`config.mk`:
```
export PLATFORM = sky130hd
export DESIGN_NAME = sync_ram_dp
export DESIGN_NICKNAME = d
export VERILOG_FILES = /design/src/rtl/sync_ram_pkg.sv /design/src/rtl/sync_ram_clear_ctrl.sv /design/src/rtl/sync_ram_dp.sv
export SDC_FILE = /design/constraint.sdc
export NUM_CORES = 1
export LEC_CHECK = 0
export CORE_MARGIN = 5
export CORE_UTILIZATION = 30
export CTS_BUF_LIST = sky130_fd_sc_hd__clkbuf_4
export CTS_CLUSTER_DIAMETER = 200
export DETAILED_ROUTE_END_ITERATION = 8
export GPL_ROUTABILITY_DRIVEN = 1
export HOLD_SLACK_MARGIN = 0.05
export PLACE_DENSITY_LB_ADDON = 0.2
export SLEW_MARGIN = 0
export SYNTH_ARGS = -nofsm -noshare
export SYNTH_HDL_FRONTEND = slang
export SYNTH_HIERARCHICAL = 1
export SYNTH_SLANG_ARGS = --single-unit
```
`constraint.sdc`:
```
create_clock -name clk -period 3 [get_ports clk]
set_input_delay 0.9 -clock clk [delete_from_list [all_inputs] [get_ports clk]]
set_output_delay 0.9 -clock clk [all_outputs]
set_load 0.03 [all_outputs]
```
`src/rtl/sync_ram_pkg.sv`:
```
`default_nettype none
// ============================================================================
//  Module      : sync_ram_pkg
//  Description : Shared constants for the sync_ram_dp dual-port RAM slice:
//                default geometry and the clear-controller state encoding.
//  Config      : none (the SYNC_RAM_OUT_REG_EN macro is consumed by sync_ram_dp)
//  Revision    : 1.0 - initial release
// ============================================================================
package sync_ram_pkg;

    // Default geometry: 16 words of 8 bits
    localparam int C_DEF_DATA_WIDTH = 8;
    localparam int C_DEF_ADDR_WIDTH = 4;

    // Clear-controller FSM state type and encodings
    typedef logic [0:0] clr_state_t;
    localparam clr_state_t C_ST_IDLE  = 1'b0;
    localparam clr_state_t C_ST_CLEAR = 1'b1;

endpackage : sync_ram_pkg
`default_nettype wire

```
`src/rtl/sync_ram_clear_ctrl.sv`:
```
`default_nettype none
// ============================================================================
//  Module      : sync_ram_clear_ctrl
//  Description : Two-state (IDLE/CLEAR) controller that sweeps the RAM array
//                with zeroes, one address per cycle, from 0 to DEPTH-1.
//                A sweep starts on the first edge after reset release and on
//                a clear request seen while idle.
//  Ports       : clk        - clock, rising edge
//                rst_n      - asynchronous active-low reset
//                i_clr      - clear request (ignored while a sweep runs)
//                o_busy     - high for every cycle spent in CLEAR
//                o_clr_addr - address being zeroed this cycle
//                o_clr_we   - zero-write strobe for o_clr_addr
//  Revision    : 1.0 - initial release
// ============================================================================
module sync_ram_clear_ctrl
    import sync_ram_pkg::*;
#(
    parameter int ADDR_WIDTH = C_DEF_ADDR_WIDTH
) (
    input  logic                  clk,
    input  logic                  rst_n,
    input  logic                  i_clr,
    output logic                  o_busy,
    output logic [ADDR_WIDTH-1:0] o_clr_addr,
    output logic                  o_clr_we
);

    localparam logic [ADDR_WIDTH-1:0] C_LAST_ADDR = '1;

    clr_state_t            r_state;
    logic [ADDR_WIDTH-1:0] r_cnt;
    // Set by reset so that the first edge after release launches a sweep
    logic                  r_init_pend;

    always_ff @(posedge clk or negedge rst_n) begin
        if (!rst_n) begin
            r_state     <= C_ST_IDLE;
            r_cnt       <= '0;
            r_init_pend <= 1'b1;
        end else begin
            case (r_state)
                C_ST_IDLE: begin
                    if (r_init_pend || i_clr) begin
                        r_state     <= C_ST_CLEAR;
                        r_cnt       <= '0;
                        r_init_pend <= 1'b0;
                    end
                end
                C_ST_CLEAR: begin
                    // Leave on the edge that zeroes the last word; the
                    // counter is parked at 0 instead of wrapping on.
                    if (r_cnt == C_LAST_ADDR) begin
                        r_state <= C_ST_IDLE;
                        r_cnt   <= '0;
                    end else begin
                        r_cnt <= r_cnt + ADDR_WIDTH'(1);
                    end
                end
                default: begin
                    r_state <= C_ST_IDLE;
                    r_cnt   <= '0;
                end
            endcase
        end
    end

    assign o_busy     = (r_state == C_ST_CLEAR);
    assign o_clr_we   = (r_state == C_ST_CLEAR);
    assign o_clr_addr = r_cnt;

endmodule : sync_ram_clear_ctrl
`default_nettype wire

```
`src/rtl/sync_ram_dp.sv`:
```
`default_nettype none
// ============================================================================
//  Module      : sync_ram_dp
//  Description : Simple dual-port synchronous RAM (one write port, one read
//                port, single clock) with write-first bypass and a hardware
//                clear sequence that zeroes the whole array.
//  Config      : SYNC_RAM_OUT_REG_EN - when defined, adds a second output
//                register stage (read latency 2, rvalid delayed to match).
//  Ports       : clk    - clock, rising edge
//                rst_n  - asynchronous active-low reset (not applied to array)
//                clr    - request to zero the whole array
//                we     - write enable      waddr/wdata - write address/data
//                re     - read enable       raddr       - read address
//                rdata  - read data, holds last value between reads
//                rvalid - one-cycle pulse qualifying rdata
//                busy   - high while the clear sequence runs
//  Revision    : 1.0 - initial release
// ============================================================================
module sync_ram_dp
    import sync_ram_pkg::*;
#(
    parameter int DATA_WIDTH = C_DEF_DATA_WIDTH,
    parameter int ADDR_WIDTH = C_DEF_ADDR_WIDTH
) (
    input  logic                  clk,
    input  logic                  rst_n,
    input  logic                  clr,
    input  logic                  we,
    input  logic [ADDR_WIDTH-1:0] waddr,
    input  logic [DATA_WIDTH-1:0] wdata,
    input  logic                  re,
    input  logic [ADDR_WIDTH-1:0] raddr,
    output logic [DATA_WIDTH-1:0] rdata,
    output logic                  rvalid,
    output logic                  busy
);

    localparam int DEPTH = 2 ** ADDR_WIDTH;

    logic [DATA_WIDTH-1:0] r_mem [DEPTH];

    logic                  w_busy;
    logic [ADDR_WIDTH-1:0] w_clr_addr;
    logic                  w_clr_we;
    logic                  w_wr_en;
    logic                  w_rd_en;
    logic                  w_bypass;
    logic [DATA_WIDTH-1:0] w_rd_word;

    logic [DATA_WIDTH-1:0] r_rdata;
    logic                  r_rvalid;

    sync_ram_clear_ctrl #(
        .ADDR_WIDTH (ADDR_WIDTH)
    ) u_clear_ctrl (
        .clk        (clk),
        .rst_n      (rst_n),
        .i_clr      (clr),
        .o_busy     (w_busy),
        .o_clr_addr (w_clr_addr),
        .o_clr_we   (w_clr_we)
    );

    // User ports are locked out for the whole clear sweep
    assign w_wr_en  = we && !w_busy;
    assign w_rd_en  = re && !w_busy;
    assign w_bypass = w_wr_en && (waddr == raddr);

    // Array has no reset; only the clear sweep zeroes it
    always_ff @(posedge clk) begin
        if (w_clr_we) begin
            r_mem[w_clr_addr] <= '0;
        end else if (w_wr_en) begin
            r_mem[waddr] <= wdata;
        end
    end

    // Write-first: a same-address write in the same cycle wins over the array
    assign w_rd_word = w_bypass ? wdata : r_mem[raddr];

    // First read stage; rdata holds its value when no read is accepted
    always_ff @(posedge clk or negedge rst_n) begin
        if (!rst_n) begin
            r_rdata  <= '0;
            r_rvalid <= 1'b0;
        end else begin
            r_rvalid <= w_rd_en;
            if (w_rd_en) begin
                r_rdata <= w_rd_word;
            end
        end
    end

`ifdef SYNC_RAM_OUT_REG_EN
    logic [DATA_WIDTH-1:0] r_rdata_q;
    logic                  r_rvalid_q;

    // Free-running second stage so a read already in flight still
    // completes after busy rises.
    always_ff @(posedge clk or negedge rst_n) begin
        if (!rst_n) begin
            r_rdata_q  <= '0;
            r_rvalid_q <= 1'b0;
        end else begin
            r_rdata_q  <= r_rdata;
            r_rvalid_q <= r_rvalid;
        end
    end

    assign rdata  = r_rdata_q;
    assign rvalid = r_rvalid_q;
`else
    assign rdata  = r_rdata;
    assign rvalid = r_rvalid;
`endif

    assign busy = w_busy;

endmodule : sync_ram_dp
`default_nettype wire

```
---- Word-level counts from Yosys, hierarchy flattened ----
Memory sizes are Yosys's and may differ from the RTL's. A register that Yosys moved wholly into a read port is not among the register bits.
Cells that the tools add are included.
W data, S select, Z words.
word-level totals
  register bits after elaboration ......... 7
  RAM bits ................................ 128
  input bits .............................. 21
  output and inout port bits .............. 10
  word-level logic and storage cells ...... 30
  memories ................................ 1
cells by class
  add/sub/neg operators ................... 1
  equal/unequal tests ..................... 2
  multiplexer cells ....................... 14
  bitwise logic cells ..................... 1
  reductions and logical operators ........ 7
memory list
  memory  words  width  read ports  clocked after memory_dff  wr ports  RTL line           RTL
  r_mem   16     8      1           1                         1         sync_ram_dp.sv:40  logic [DATA_WIDTH-1:0] r_mem [DEPTH];
operator list
  kind                   count
  $mux W4                3
  $mux W1                8
  $mux W8                1
  $pmux W4 S2            1
  $reduce_or A8 Y1       1
  $add A4 B1 Y4 const B  1
  $eq A4 B4 Y1 const B   1
  $logic_and A1 B1 Y1    2
  $logic_not A1 Y1       2
  $ne A2 B1 Y1 const B   1
  $pmux W1 S2            1
  $reduce_and A2 Y1      1
  $logic_or A1 B1 Y1     1
  $not A1 Y1             1

---- Depth between registers and ports, before layout ----
  depth in word-level cells ............... 7
  depth in mapped cells ................... 6
  gate-level depth less buffers ........... 4

---- Cells and area by module ----
The synthesis kept the hierarchy.
by module, submodules not included
  module               instances  cells each  area each (µm²)  seq. area each (µm²)
  sync_ram_dp          1          294         5526.6           4068.9
  sync_ram_clear_ctrl  1          27          274.0            151.4

---- Worst setup path before layout ----
No wires, ideal clock.
  path kind ............................... in2reg
  from .................................... in we
  to ...................................... mem r_mem[1][0] (netlist name), enable pin
  library setup time ...................... 370 ps
  arrival time ............................ 2090 ps
  data required time ...................... 2630 ps
  setup slack ............................. 540 ps
  stages .................................. 4
  path buffers ............................ 1
  path through ............................ nor3b_2 -> clkbuf_1 -> a31oi_1 -> nor2_1
on the way
  cells in the longest elaborated chain, start to end .. 6
  elaborated cells on any way between the ends .. 7
  those cells by class .................... mux: 5; reduce/logical: 2
ends and longest elaborated chain
  what                                                        RTL line           RTL
  from (decl)                                                 sync_ram_dp.sv:28  input logic we,
  $logic_and A1 B1 Y1 *                                       sync_ram_dp.sv:65  assign w_wr_en = we && !w_busy;
  $mux W1 *                                                   sync_ram_dp.sv:73  end else if (w_wr_en) begin
  $mux W1 *                                                   sync_ram_dp.sv:71  if (w_clr_we) begin
  $mux W1 (implied by the code) *                             sync_ram_dp.sv:74  r_mem[waddr] <= wdata;
  $reduce_or A8 Y1 (no source line)                           --
  $mux W4 (no source line) / $mux W1 (equally long branches)  --
  to (decl)                                                   sync_ram_dp.sv:40
Every way passes the cells marked *; elsewhere a longest branch is shown, timed or not.

---- Final worst setup path ----
  from .................................... reg u_clear_ctrl.r_state, in the netlist u_clear_ctrl/o_busy
  to ...................................... out busy
RTL lines
  what                    RTL line                   RTL
  from (decl)             sync_ram_clear_ctrl.sv:31  clr_state_t r_state;
  from (signal assigned)  sync_ram_clear_ctrl.sv:38  r_state <= C_ST_IDLE;
  from (signal assigned)  sync_ram_clear_ctrl.sv:45  r_state <= C_ST_CLEAR;
  from (signal assigned)  sync_ram_clear_ctrl.sv:54  r_state <= C_ST_IDLE;
  to (decl)               sync_ram_dp.sv:35          output logic busy
No word-level cell between the ends.

==> run summary <==
Util after Layout - 0.365
register area share after synthesis - 0.728
register share of total power - 0.522
clock insertion delay at the later pin of the skew report - 0.54 ns
Worst Setup Start Kind - register
critical path fanouts, max - 15
Lkg Pwr - 0.00237 uW
Yosys top cell by area - edfxtp_1
Detailed Place HPWL - 9.08 mm
Post-CTS Hold Fix Bufs - 0
WL/cell - 20.7 um
GRT Util Overall - 0.130
R2R setup slack - 0.95 ns
Switching Power - 1500 uW
max-slew violations - 0
Die Ht - 149 um
final hold vios - 0
CP delay by family, top - buffers and inverters
worst path arrival time - 1.81 ns
Max Cap Violations - 0
FF-to-FF End - r_mem[9][2]
syn_nets - 343
P_int - 3690 uW
multiplexer share of the synthesized area - 0.125
largest family of logic cells by synthesized area - multiplexers
IO Port Bufs - 30
core area - 0.0189 mm2
Final setup viols - 0
Root Driver - clkbuf_4
first-pass GRT wire length - 20.7 mm
number of global-route vias before repair - 3308
Max transition margin - 0.484
Row Count - 50
Top-Level Pins - 31
Distinct cells, synth - 33
largest net degree at the start of global routing - 34
GRT overflow - 0
nets - 404
combinational share of power - 0.209
clk buf depth - 2
critical path class - reg -> out
final period utilization - 0.905
Area contributors post-synth - edfxtp_1 (66%), mux4_2 (12%), dfrtp_1 (6.0%)
top cell type's share of synthesized area - 0.663
compound-cell area share of the yosys netlist - 0.0509
DR vias - 3044
VDD IR max - 0.331 mV
Worst Hold Path EP - rdata[7]
clock share of power - 0.269
CTS Sinks - 143
post-synthesis adder-cell area fraction - 0.00216
synthesized cell area - 0.00580 mm2
Reg clk slew, reported paths - 0.12 ns
vias per cell - 4.64
crit end category - output pin
Slew @ Worst Pin - 0.774 ns
Die Width - 149 um
worst hold start - rdata[7]
critical-path cell list - clkdlybuf4s50_1
unrepaired setup endpoints after global routing - false
drt first pass iters - 4
XOR/XNOR share of the synthesized area - 0.00906
CTS tree - built
CTS Buf Count - 17
r2r startpoint - u_clear_ctrl/o_busy
worst path required time - 2.10 ns
critical path's slowest cell - clkdlybuf4s50_1
# resized after CTS - 0
final setup TNS - 0 ns
status - finished clean
layout cells sized above 1 - 0.243
worst hold path depth - 2
Post-Route WL - 13.6 mm
Post-CTS Setup Inserts - 0
Post-Syn Instances - 321
Max Freq - 368 MHz
PD cells - 752 mW/mm2
CP max stage delay - 0.73 ns
Starting DRT DRC Count - 224
Syn Area/Cell - 18.1 um2
hold crit path type - reg -> reg
H-tree levels - 4
area growth from synthesis to layout - 18.9%
worst r2r path cells - 6
sw frac - 0.289
gpl congestion - 0.762
drt drc - 0
post-layout min period - 2.71 ns
Register Area - 0.00422 mm2
filler cell count - 1834
die area - 0.0222 mm2
Antenna Nets Post-Route - 0
Post-Synth Simple-Gate Area - 0.0610
area occupied by multi-input gates - 0.00144 mm2
initial antenna violation count - 1
Bufs and invs on worst path - 1
Setup Skew - 0.0282 ns
#FFs+latches synth - 143
YS warnings - 6
Initial Util - 0.307
-- synthesized netlist by cell type, drive strengths merged --
cell / n
a31oi: 6
a21oi: 2
nor3b: 3
a31o: 1
nand2b: 3
nor3: 3
and2: 10
nand4: 1
dfrtp: 14
inv: 12
o221ai: 8
mux4: 32
dfstp: 1
nor2b: 4
clkbuf: 8
nand3: 2
nor2: 31
ha: 1
xor2: 5
edfxtp: 128
xnor2: 1
nand2: 18
buf: 6
a22o: 16
o21ai: 5
-- stage by stage --
stage / std cells / hold slack, ns / total power, uW / worst slack, ns / instance area (um2)
floorplan: 321 / 0.505 / 3360 / 0.540 / 5800
global placement: 623 / 0.480 / 3840 / 0.168 / 6560
detailed placement: 623 / 0.490 / 3860 / 0.166 / 6560
CTS: 655 / 0.522 / 5240 / 0.0607 / 6890
global route: 656 / 0.538 / 5450 / 0.159 / 6900
finish: 656 / 0.509 / 5180 / 0.286 / 6900
-- layout by cell type, fill, tap and decap left out, types with 2 or more instances in the layout --
cell type	n
o221ai_1	8
buf_12	3
mux4_2	31
clkbuf_4	19
nor2b_1	4
nor3_1	2
nand2b_1	3
o21ai_1	2
bufinv_16	4
nand3_1	2
dfrtp_1	13
nand2_1	18
nor3b_1	2
o21ai_0	2
a22o_1	16
buf_4	23
xor2_1	5
nor2_1	31
inv_1	12
a21oi_1	2
a31oi_1	6
and2_1	10
clkdlybuf4s50_1	29
clkinvlp_4	3
clkinv_4	4
edfxtp_1	128
-- registers in the layout (all words and copies together) (netlist names) --
signal                    flops
r_mem                       128
rdata                         8
rvalid                        1
u_clear_ctrl/o_busy           1
u_clear_ctrl/o_clr_addr       4
u_clear_ctrl/r_init_pend      1
-- layer usage --
metal | wire length, um | share of wire | vias to the layer above | track usage
met5 | 0 | 0 | - | 0
met1 | 5910 | 0.44 | 1582 | 0.169
met2 | 6840 | 0.50 | 55 | 0.213
met4 | 143 | 0.011 | 0 | 0.0339
met3 | 684 | 0.050 | 9 | 0.0383
li1 | - | - | 1398 | -
-- area by class of cell --
type	instances	share of cell area
diodes	1	0.000363
well taps	260	0.0472
clock buffers	19	0.0207
repair buffers	56	0.0766
multi-input cells	152	0.209
clock inverters	13	0.0278
inverters	12	0.00653
flip-flops and latches	143	0.612
-- power by group through the flow --
stage	registers, uW	logic, uW	clock network [uW]
2_1_floorplan	2800	563	0
3_3_place_gp	2750	1100	0
3_5_place_dp	2760	1100	0
4_1_cts	2710	1100	1430
5_1_grt	2740	1180	1520
6_report	2710	1080	1390
-- logic make-up after synthesis --
kind of cell,Yosys count
adder cells (fa/ha/maj),1
multiplexers,32
AO/OA/AOI/OAI,38
XOR/XNOR,6
buffers and inverters,26
AND/OR/NAND/NOR,75
flip-flops,143
-- worst max path at each step --
stage	from	end	slack, ns	cells after the start
global route	u_clear_ctrl/o_busy	busy	0.16	1
global placement	we	r_mem[8][7]	0.17	7
CTS	u_clear_ctrl/o_busy	busy	0.06	1
finish	u_clear_ctrl/o_busy	busy	0.29	1
floorplan	we	r_mem[1][0]	0.54	4
detailed placement	raddr[3]	rdata[7]	0.17	6
Note: power is estimated with default switching activity, not from simulation.
